File: src/rtl/maxnet_pkg.sv
// Shared types and constants for the Maxnet control path.
package maxnet_pkg;

    typedef enum logic [2:0] {
        S_IDLE  = 3'd0,
        S_LOAD  = 3'd1,
        S_MULT  = 3'd2,
        S_ADD   = 3'd3,
        S_ACT   = 3'd4,
        S_WRITE = 3'd5,
        S_CHECK = 3'd6,
        S_DONE  = 3'd7
    } state_t;

    localparam logic [3:0] SEL_EXT    = 4'b1111;
    localparam logic [3:0] SEL_FB     = 4'b0000;
    localparam int         ITER_W_DEF = 6;

endpackage

File: src/rtl/maxnet_iter_cnt.sv
// Iteration counter: clears on run start, increments per write-back, saturates at MAX_ITER.
module maxnet_iter_cnt
    import maxnet_pkg::*;
#(
    parameter int ITER_W   = ITER_W_DEF,
    parameter int MAX_ITER = 63
) (
    input  logic              clk,
    input  logic              rst,
    input  logic              clr,
    input  logic              inc,
    output logic [ITER_W-1:0] count,
    output logic              at_limit
);

    assign at_limit = (count == ITER_W'(MAX_ITER));

    always_ff @(posedge clk or posedge rst) begin
        if (rst)
            count <= '0;
        else if (clr)
            count <= '0;
        else if (inc && !at_limit)
            count <= count + 1'b1;
    end

endmodule

File: src/rtl/maxnet_sequencer.sv
// Maxnet control FSM: load, then MULT/ADD/ACT/WRITE/CHECK until found, timeout or abort.
module maxnet_sequencer
    import maxnet_pkg::*;
#(
    parameter int MAX_ITER = 63,
    parameter int ITER_W   = ITER_W_DEF
) (
    input  logic              clk,
    input  logic              rst,
    input  logic              start,
    input  logic              abort,
    input  logic              found,
    output logic              main_reg_write,
    output logic [3:0]        sel,
    output logic              mult_write,
    output logic              add_write,
    output logic              act_write,
    output logic              done,
    output logic              busy,
    output logic              timeout,
    output logic [ITER_W-1:0] iter_count
);

    state_t state, nxt;
    logic   cnt_clr, cnt_inc, at_limit, do_abort;

    assign do_abort = abort && (state != S_IDLE);
    assign cnt_clr  = (state == S_IDLE) && start;
    assign cnt_inc  = (state == S_WRITE) && !do_abort;

    maxnet_iter_cnt #(
        .ITER_W   (ITER_W),
        .MAX_ITER (MAX_ITER)
    ) u_cnt (
        .clk      (clk),
        .rst      (rst),
        .clr      (cnt_clr),
        .inc      (cnt_inc),
        .count    (iter_count),
        .at_limit (at_limit)
    );

    always_ff @(posedge clk or posedge rst) begin
        if (rst)
            state <= S_IDLE;
        else
            state <= nxt;
    end

    always_comb begin
        nxt = state;
        case (state)
            S_IDLE:  if (start) nxt = S_LOAD;
            S_LOAD:  nxt = S_MULT;
            S_MULT:  nxt = S_ADD;
            S_ADD:   nxt = S_ACT;
            S_ACT:   nxt = S_WRITE;
            S_WRITE: nxt = S_CHECK;
            S_CHECK: begin
                if (found)         nxt = S_DONE;
                else if (at_limit) nxt = S_IDLE;
                else               nxt = S_MULT;
            end
            S_DONE:  nxt = S_IDLE;
            default: nxt = S_IDLE;
        endcase
        // Abort outranks every transition, including CHECK->DONE.
        if (do_abort)
            nxt = S_IDLE;
    end

    always_comb begin
        main_reg_write = 1'b0;
        sel            = SEL_FB;
        mult_write     = 1'b0;
        add_write      = 1'b0;
        act_write      = 1'b0;
        done           = 1'b0;
        busy           = (state != S_IDLE);
        case (state)
            S_LOAD:  begin main_reg_write = 1'b1; sel = SEL_EXT; end
            S_MULT:  mult_write = 1'b1;
            S_ADD:   add_write  = 1'b1;
            S_ACT:   act_write  = 1'b1;
            S_WRITE: main_reg_write = 1'b1;
            S_DONE:  done = 1'b1;
            default: ;
        endcase
    end

    always_ff @(posedge clk or posedge rst) begin
        if (rst)
            timeout <= 1'b0;
        else if (cnt_clr)
            timeout <= 1'b0;
        else if (state == S_CHECK && !do_abort && !found && at_limit)
            timeout <= 1'b1;
    end

endmodule

File: config.mk
export PLATFORM = sky130hd
export DESIGN_NAME = maxnet_sequencer
export DESIGN_NICKNAME = d
export VERILOG_FILES = /design/src/rtl/maxnet_pkg.sv /design/src/rtl/maxnet_iter_cnt.sv /design/src/rtl/maxnet_sequencer.sv
export SDC_FILE = /design/constraint.sdc
export NUM_CORES = 1
export LEC_CHECK = 0
export ABC_AREA = 0
export BUFFER_PORTS_ARGS = -buffer_cell sky130_fd_sc_hd__buf_2
export CORE_ASPECT_RATIO = 0.75
export CORE_MARGIN = 8
export CORE_UTILIZATION = 30
export CTS_CLUSTER_DIAMETER = 40
export DETAILED_ROUTE_END_ITERATION = 8
export PLACE_DENSITY = 0.65
export SETUP_SLACK_MARGIN = 0.5
export SKIP_LAST_GASP = 1
export SYNTH_ARGS = -nofsm -noshare
export SYNTH_HDL_FRONTEND = slang
export SYNTH_HIERARCHICAL = 1
export SYNTH_SLANG_ARGS = --single-unit
File: constraint.sdc
create_clock -name clk -period 1.6 [get_ports clk]
set_input_delay 0.24 -clock clk [delete_from_list [all_inputs] [get_ports clk]]
set_output_delay 0.24 -clock clk [all_outputs]
set_load 0.005 [all_outputs]
==> results.yml, run 1 <==
timing:
  tightestPinTransition_ps: 260
  fin_worst_hold_slack_ps: 225
  period_share_pct: 96.9
  setup_viol: 0
  tns_ps: 0
  relSlewSlack_pct: 82.4
  rsz0062_at_grt: "true"
  drv_slew: 0
  fmax_mhz: 645
  finalCriticalPeriod_ps: 1550
  hold_viol: 0
  fin_worst_skew_ps: 4.87
die:
  dieWidth_um: 70.2
  ioPinCount: 22
  core_area_um2: 2050
  die_height_um: 56.7
  start_util_pct: 32.3
  die_area_um2: 3980
  num_rows: 14
synth:
  synth_compound_gate_area_share_pct: 20.2
  yosysWarnings: 6
  synth_top_family_by_area: "simple AND/OR/NAND/NOR gates"
  synth_ff_type: "dfrtp_1"
  synth_edf_count: 0
  synth-xor-area-share_pct: 0
  synthCells: 73
  synth_top_cell_by_area: "dfrtp_1"
  synth_top_area_share_pct: 37.8
  synth.area.mux_share_pct: 0
  synth_nets: 79
  syn_avg_cell_area_um2: 9.07
  yosys.area_share.adder_pct: 1.89
  yosysSeqAreaShare_pct: 37.8
  synthDistinctLibCells: 34
  synth_area_leaders: "dfrtp_1 38%, nor3b_1 4.5%, inv_1 4.0%"
  synth.most_common_cell: "dfrtp_1"
  ys_seq_elements: 10
  synthSimpleGateAreaFrac_pct: 29.5
  yosys-top-cells-count: "10 x dfrtp_1, 7 x inv_1, 5 x nor2_1"
  synthArstFlopShare_pct: 100
  syn_area_um2: 662
critical_path:
  path_class: "reg2reg"
  cp_slowest_cell: "or3_4"
  reg2reg_depth: 5
  critical_path.max_stage_delay_ps: 430
  path_max_fanout: 5
  rr_startpoint: "state[2]$_DFFE_PP0P_"
  ff2ff_setup_slack_ps: 50
  cp-end-kind: "register"
  crit_required_ps: 1740
  path_cells: "or3_4 > nor2_4 > nor3b_2 > a41oi_2 > o311ai_1"
  worstPathArrival_ps: 1690
  r2r-end: "u_cnt/count[1]$_DFFE_PP0P_"
  critPathLaunchType: "register"
final_layout:
  nets: 115
  final_layout_size_suffix_gt1_share_pct: 63.9
  stdcell_area_um2: 1080
  areaGrowthSynthToFinish_pct: 63.1
  filler_cell_count: 173
  antennaDiodeCount: 0
route:
  ant_nets: 0
  drc_errors: 0
  drtIter0Drc: 30
  first_pass_iters: 4
  vias: 715
  routed_wl_um: 2250
  wire_per_inst_um: 17.1
  viasPerCell: 5.42
hold_path:
  whs_path_depth: 2
  min_from: "abort"
  hold_end: "state[2]$_DFFE_PP0P_"
  worstHoldPathType: "in2reg"
power:
  internal-power_uw: 815
  clock_power_share_pct: 18.2
  pwr-share-seq_pct: 26.0
  switchingPower_uw: 507
  leakage_uw: 0.000520
  p_comb_share_pct: 55.8
  ir_worst_vdd_v: 0.000542
  power_density_nw_per_um2: 1220
  swShare_pct: 38.3
clock_network:
  root_buffer: "clkbuf_4"
  htree_levels: 1
  clock_sinks: 10
  cts_max_path_buffers: 2
  clock_latency_ps: 270
  cts.clk_slew.worst_paths_ps: 80
  cts-buffers-inserted: 3
  cts_tree: "done"
place:
  dp_hpwl_um: 1340
  numPortBuffers: 21
  placed_cell_area_um2: 825
  gp_congestion: 0.875
flow_run:
  drv_cap: 0
global_route:
  grtUsageTotal_pct: 10.1
  grt_pass1_vias: 661
  grt_max_degree: 13
  grt-ovfl-total: 0
  antenna_found_initial: 0
  grt_pass1_wl_um: 3330
status:
  outcome: "complete, no violations"
-- cell usage in the layout (no fill, tap or decap), drive strengths merged, types with 3 or more instances in the layout --
cell and n:
dfrtp 10, nor2 6, nor3b 4, inv 7, nand2b 3, clkbuf 4
buf 36, nand2 4, a21oi 4, and4 3
-- layer usage --
| metal | up-vias | GRT usage, % | part of all wire [%] |
|---|---|---|---|
| met2 | 24 | 17.1 | 53 |
| met3 | 6 | 1.75 | 4.3 |
| met1 | 347 | 11.4 | 40 |
| met4 | 0 | 6.57 | 2.5 |
| li1 | 338 | - | - |
| met5 | - | 0 | 0 |
-- timing repair --
item,in CTS,in global routing
gates resized for setup,12,19
endpoints found under the hold margin,10,0
gates cloned,1,0
setup buffers,4,6
pin swaps,8,4
hold buffers,1,0
endpoints found under the setup margin,23,25
-- worst max-delay path: cells and delay by family, from the launching register on --
kind / cells / cell delay, ps
flops: 1 / 420
compound gates: 2 / 310
simple gates: 3 / 690
-- power groups by stage --
stage / sequential (uW) / combinational, uW / clock, uW
final: 343 / 738 / 241
after detailed placement: 354 / 474 / 0
after CTS: 339 / 597 / 241
after floorplan: 343 / 357 / 0
after global routing: 347 / 783 / 260
after global placement: 349 / 467 / 0
-- per-stage QoR --
step | total power, uW | setup WS, ps | utilization [%] | cells
final | 1320 | 49.5 | 52.7 | 132
after floorplan | 700 | 8.32 | - | 73
after CTS | 1180 | 105 | 46.9 | 126
after global placement | 817 | 122 | 40.2 | 116
after detailed placement | 829 | 43.3 | 40.2 | 116
after global routing | 1390 | 5.12 | 52.7 | 132
-- state kept, by name, summed over array words and instances (netlist names) --
| name | count |
|---|---|
| state | 3 |
| u_cnt/count | 6 |
| timeout | 1 |
-- how the worst max path moves through the flow --
stage | startpoint | slack [ps] | endpoint | cells after the start
detailed placement | state[0]$_DFFE_PP0P_ | 40 | u_cnt/count[1]$_DFFE_PP0P_ | 5
floorplan | state[1]$_DFFE_PP0P_ | 8 | u_cnt/count[5]$_DFFE_PP0P_ | 7
CTS | state[2]$_DFFE_PP0P_ | 100 | u_cnt/count[1]$_DFFE_PP0P_ | 5
global route | state[2]$_DFFE_PP0P_ | 5 | u_cnt/count[5]$_DFFE_PP0P_ | 5
global placement | state[0]$_DFFE_PP0P_ | 120 | u_cnt/count[0]$_DFFE_PP0P_ | 5
finish | state[2]$_DFFE_PP0P_ | 50 | u_cnt/count[1]$_DFFE_PP0P_ | 5
-- layout make-up --
type,count,area (um2),area share (%)
multi-input combinational,50,447,41.4
inverter,7,26.3,2.43
tap,24,30.0,2.78
clock buffer,4,36.3,3.36
sequential,10,258,23.9
timing repair buffer,37,283,26.2
-- kinds of logic (layout without fill, tap and decap cells) --
group,after synthesis,count (layout)
adder cells (fa/ha/maj),1,1
AND/OR/NAND/NOR,31,31
flip-flops,10,10
buffers and inverters,13,48
AO/OA/AOI/OAI,18,18
Note: power is estimated with default switching activity, not from simulation.
==> inputs of run 2 (changes only) <==
PLACE_DENSITY = 0.63   (was 0.65)
clock period = 2 ns   (was 1.6 ns; I/O delays follow)
==> run 2 against run 1 <==
Clock power is 23% lower. Non-clock buffer count decreased by 5. Sequential cell count unchanged. Largest power group unchanged.
==> results.yml, run 2 (synthesis gave the netlist of run 1 again) <==
critical_path:
  path_buf_inv: 1
  cp-end-kind: "primary output"
  rr_startpoint: "state[1]$_DFFE_PP0P_"
  path_cells: "or3_4 > buf_6"
  crit_family: "flip-flops"
  path_max_fanout: 8
  path_class: "reg2out"
  critPathLaunchType: "register"
  critical_path.max_stage_delay_ps: 470
  worstPathArrival_ps: 1230
  ff2ff_setup_slack_ps: 490
  crit_required_ps: 1700
  cp_slowest_cell: "dfrtp_2"
  r2r-end: "u_cnt/count[5]$_DFFE_PP0P_"
  reg2reg_depth: 5
final_layout:
  multi_input_area_um2: 388
  mostFrequentLayoutCell: "buf_2"
  largest_register_ffs: 6
  antennaDiodeCount: 0
  regArea_um2: 254
  reg.largest.list: "u_cnt/count (6), state (3), timeout (1)"
  areaGrowthSynthToFinish_pct: 41.8
  final_layout_size_suffix_gt1_share_pct: 49.5
  filler_cell_count: 199
  registers.top_by_ff_count: "u_cnt/count"
  mostFrequentLayoutCells: "20 x buf_2, 8 x buf_4, 7 x dfrtp_1, 6 x inv_1"
  nets: 110
power:
  power.total_uw: 945
  leakage_uw: 0.000477
  power_density_nw_per_um2: 1010
  ir_worst_vdd_v: 0.000446
die:
  dieWidth_um: 70.2
  core_area_um2: 2050
  num_rows: 14
  die_height_um: 56.7
  ioPinCount: 22
  die_area_um2: 3980
  start_util_pct: 32.3
global_route:
  grtUsageMet3_pct: 2.63
  grt-ovfl-total: 0
  grt_max_degree: 13
  grt_use_met1_pct: 9.69
  antenna_found_initial: 0
  grt_pass1_wl_um: 2820
  busiest_layer: "met2"
  grt_pass1_vias: 582
  grtUsageTotal_pct: 8.78
  use_met2_pct: 15.7
status:
  outcome: "complete, no violations"
route:
  first_pass_iters: 4
  drtIter0Drc: 12
  ant_nets: 0
  drc_errors: 0
  wire_per_inst_um: 14.2
  vias: 652
  viasPerCell: 5.13
  routed_wl_um: 1810
timing:
  drv_slew: 0
  fin_worst_skew_ps: 6.91
  rsz0062_at_grt: "true"
  setup_viol: 0
  tightestPinTransition_ps: 265
  hold_viol: 0
  period_share_pct: 76.7
  fmax_mhz: 652
  tns_ps: 0
  relSlewSlack_pct: 82.3
  finalCriticalPeriod_ps: 1530
clock_network:
  cts-buffers-inserted: 3
  cts_tree: "done"
  clock_sinks: 10
  clock_latency_ps: 270
  cts.clk_slew.worst_paths_ps: 70
  root_buffer: "clkbuf_4"
  htree_levels: 1
  cts_max_path_buffers: 2
place:
  dp_hpwl_um: 1270
  numPortBuffers: 21
  gp_congestion: 0.809
hold_path:
  min_from: "abort"
  whs_path_depth: 2
  worstHoldPathType: "in2reg"
  hold_end: "state[2]$_DFFE_PP0P_"
flow_run:
  drv_cap: 0
[run 2: changes by cell type in the layout (fill, tap and decap cells not counted), sizes merged]
cell	delta
buf	-5
[run 2: layer usage]
metal,share of wire (%),vias to the layer above
met2,52,14
met5,0,-
met1,43,309
li1,-,327
met4,1.1,0
met3,3.4,2
[run 2: power by group]
group | leakage (uW) | switching [uW] | total [uW] | internal (uW)
Combinational | 0.000323 | 218 | 477 | 258
Clock | 0.0000210 | 74.6 | 185 | 111
Sequential | 0.000133 | 49.4 | 283 | 234
[run 2: worst max path at each step]
stage	startpoint	endpoint	slack [ps]	depth (start not counted)
3_3_place_gp	state[2]$_DFFE_PP0P_	u_cnt/count[1]$_DFFE_PP0P_	370	5
3_5_place_dp	state[2]$_DFFE_PP0P_	u_cnt/count[1]$_DFFE_PP0P_	320	5
6_report	state[0]$_DFFE_PP0P_	busy	470	2
4_1_cts	state[1]$_DFFE_PP0P_	busy	460	2
2_1_floorplan	state[1]$_DFFE_PP0P_	u_cnt/count[5]$_DFFE_PP0P_	400	7
5_1_grt	state[0]$_DFFE_PP0P_	busy	410	2
[run 2: metrics by stage]
stage	setup slack [ps]	utilization (%)	area [um2]	hold WS [ps]	std cells
floorplan	403	-	686	66.1	73
global placement	373	38.0	778	210	113
detailed placement	320	38.0	778	217	113
CTS	458	43.2	885	267	124
global route	411	45.8	938	291	127
finish	466	45.8	938	284	127
[run 2: layout make-up]
cell class | instances | share of cell area (%)
inverter | 7 | 2.80
clock buffer | 4 | 3.87
tap | 24 | 3.20
sequential | 10 | 27.1
timing repair buffer | 32 | 21.7
multi-input combinational | 50 | 41.3
[run 2: what timing repair did]
| action | in CTS | in global routing |
|---|---|---|
| setup buffers | 6 | 3 |
| pin swaps | 1 | 5 |
| gates resized for setup | 6 | 8 |
| setup endpoints to repair | 11 | 14 |
| endpoints found under the hold margin | 10 | 0 |
| hold buffers | 1 | 0 |
==> inputs of run 3 (changes only) <==
PLACE_DENSITY = 0.65   (was 0.63)
clock period = 1.4 ns   (was 2 ns; I/O delays follow)
==> run 3 against run 2 <==
The run now ends with setup timing left. Clock skew up 0.65 ps. Sequential cell count unchanged. Global-route usage up 1.8 points. Sequential share of layout area down 5.9 points. Clock power up 20%. Via count up 17%. Die area unchanged. Sequential power up 33%. Final cell count up 16%. First-iteration DRC count up 75%. Power up 77%. Final area up 29%. Largest cell class unchanged. Highest routed layer unchanged.
==> results.yml, run 3 (synthesis gave the netlist of run 1 again) <==
status:
  outcome: "finished with violations"
  violations: "setup timing"
route:
  viasPerCell: 5.18
  drtIter0Drc: 21
  drc_errors: 0
  first_pass_iters: 4
  wire_per_inst_um: 15.2
  ant_nets: 0
  vias: 762
  routed_wl_um: 2230
critical_path:
  critical_path.max_stage_delay_ps: 420
  r2r-end: "timeout$_DFFE_PP0P_"
  cp_slowest_cell: "dfrtp_2"
  path_max_fanout: 6
  cp-end-kind: "register"
  path_cells: "or3_4 > nor2_4 > buf_4 > buf_6 > buf_6 > o22ai_2"
  crit_required_ps: 1560
  reg2reg_depth: 6
  ff2ff_setup_slack_ps: -150
  worstPathArrival_ps: 1720
  critPathLaunchType: "register"
  rr_startpoint: "state[0]$_DFFE_PP0P_"
  path_class: "reg2reg"
  crit_top_cell: "buf_6"
clock_network:
  cts.clk_slew.worst_paths_ps: 80
  htree_levels: 1
  cts-buffers-inserted: 3
  root_buffer: "clkbuf_4"
  clock_latency_ps: 270
  cts_tree: "done"
  clock_sinks: 10
  cts_max_path_buffers: 2
die:
  die_area_um2: 3980
  core_area_um2: 2050
  num_rows: 14
  ioPinCount: 22
  die_height_um: 56.7
  dieWidth_um: 70.2
  start_util_pct: 32.3
final_layout:
  antennaDiodeCount: 0
  registers.top_by_ff_count: "u_cnt/count"
  mostFrequentLayoutCells: "18 x buf_6, 17 x buf_2, 16 x buf_4, 6 x inv_1"
  reg.largest.list: "u_cnt/count (6), state (3), timeout (1)"
  areaGrowthSynthToFinish_pct: 83.4
  nets: 130
  mostFrequentLayoutCell: "buf_6"
  largest_register_ffs: 6
  final_layout_size_suffix_gt1_share_pct: 66.7
global_route:
  grtUsageTotal_pct: 10.6
  grt_pass1_wl_um: 3520
  grt_use_met1_pct: 11.7
  antenna_found_initial: 0
  grt_max_degree: 13
  grt-ovfl-total: 0
  grtUsageMet3_pct: 2.63
  grt_pass1_vias: 767
  use_met2_pct: 18.8
  busiest_layer: "met2"
timing:
  drv_slew: 0
  setup_viol: 16
  tns_ps: -1650
  relSlewSlack_pct: 82.9
  hold_viol: 0
  setup_ws_ps: -155
  finalCriticalPeriod_ps: 1550
  period_share_pct: 111
  rsz0062_at_grt: "true"
  fin_worst_skew_ps: 7.55
  fin_worst_hold_slack_ps: 195
  fmax_mhz: 643
  tightestPinTransition_ps: 253
place:
  dp_hpwl_um: 1370
  gp_congestion: 0.815
  numPortBuffers: 21
flow_run:
  drv_cap: 0
hold_path:
  worstHoldPathType: "in2reg"
  min_from: "abort"
  hold_end: "state[1]$_DFFE_PP0P_"
  whs_path_depth: 2
power:
  leakage_uw: 0.000594
  ir_worst_vdd_v: 0.000901
  power_density_nw_per_um2: 1380
[run 3: worst max-delay path: cells and delay by family, from the launching register on]
family,cells,cell delay (ps)
AND/OR/NAND/NOR,2,640
flip-flops,1,420
buffers and inverters,3,320
AO/OA/AOI/OAI,1,60
[run 3: through the flow]
step | utilization (%) | std cells | cell area [um2] | worst slack (ps) | total power [uW]
final | 59.2 | 147 | 1210 | -155 | 1670
after global routing | 59.2 | 147 | 1210 | -224 | 1770
after CTS | 56.2 | 143 | 1150 | -136 | 1590
after detailed placement | 42.8 | 123 | 877 | -84.7 | 1080
after global placement | 42.8 | 123 | 877 | -28.3 | 1060
after floorplan | - | 73 | 709 | -192 | 801
[run 3: per-layer routing]
layer,wire length [um],up-vias
met5,0,-
met4,46,0
met3,70,6
met2,1160,23
met1,953,369
li1,-,364
[run 3: worst max path at each step]
stage | start | to | slack, ps | cells after the start
CTS | state[0]$_DFFE_PP0P_ | busy | -140 | 3
finish | state[0]$_DFFE_PP0P_ | timeout$_DFFE_PP0P_ | -150 | 6
detailed placement | state[0]$_DFFE_PP0P_ | u_cnt/count[1]$_DFFE_PP0P_ | -80 | 5
global placement | state[2]$_DFFE_PP0P_ | u_cnt/count[1]$_DFFE_PP0P_ | -30 | 5
global route | state[0]$_DFFE_PP0P_ | u_cnt/count[4]$_DFFE_PP0P_ | -220 | 8
floorplan | state[1]$_DFFE_PP0P_ | u_cnt/count[5]$_DFFE_PP0P_ | -190 | 7
[run 3: cell type report]
cell class | count | area [um2]
fill | 168 | 836
inverter | 7 | 26.3
sequential | 10 | 256
timing repair buffer | 52 | 418
tap | 24 | 30.0
clock buffer | 4 | 26.3
multi-input combinational | 50 | 457
[run 3: what timing repair did]
item	CTS	global route
cloned	0	1
resized for setup	29	8
hold buffers	1	0
hold endpoints to repair	10	0
buffers inserted	15	3
pin swaps	12	12
endpoints found under the setup margin	27	27
[run 3: where the power goes]
part	leakage (uW)	internal (uW)	total, uW	switching [uW]
combinational	0.000450	622	1070	449
sequential	0.000129	333	376	43.3
clock	0.0000150	110	222	112
total	0.000594	1070	1670	604
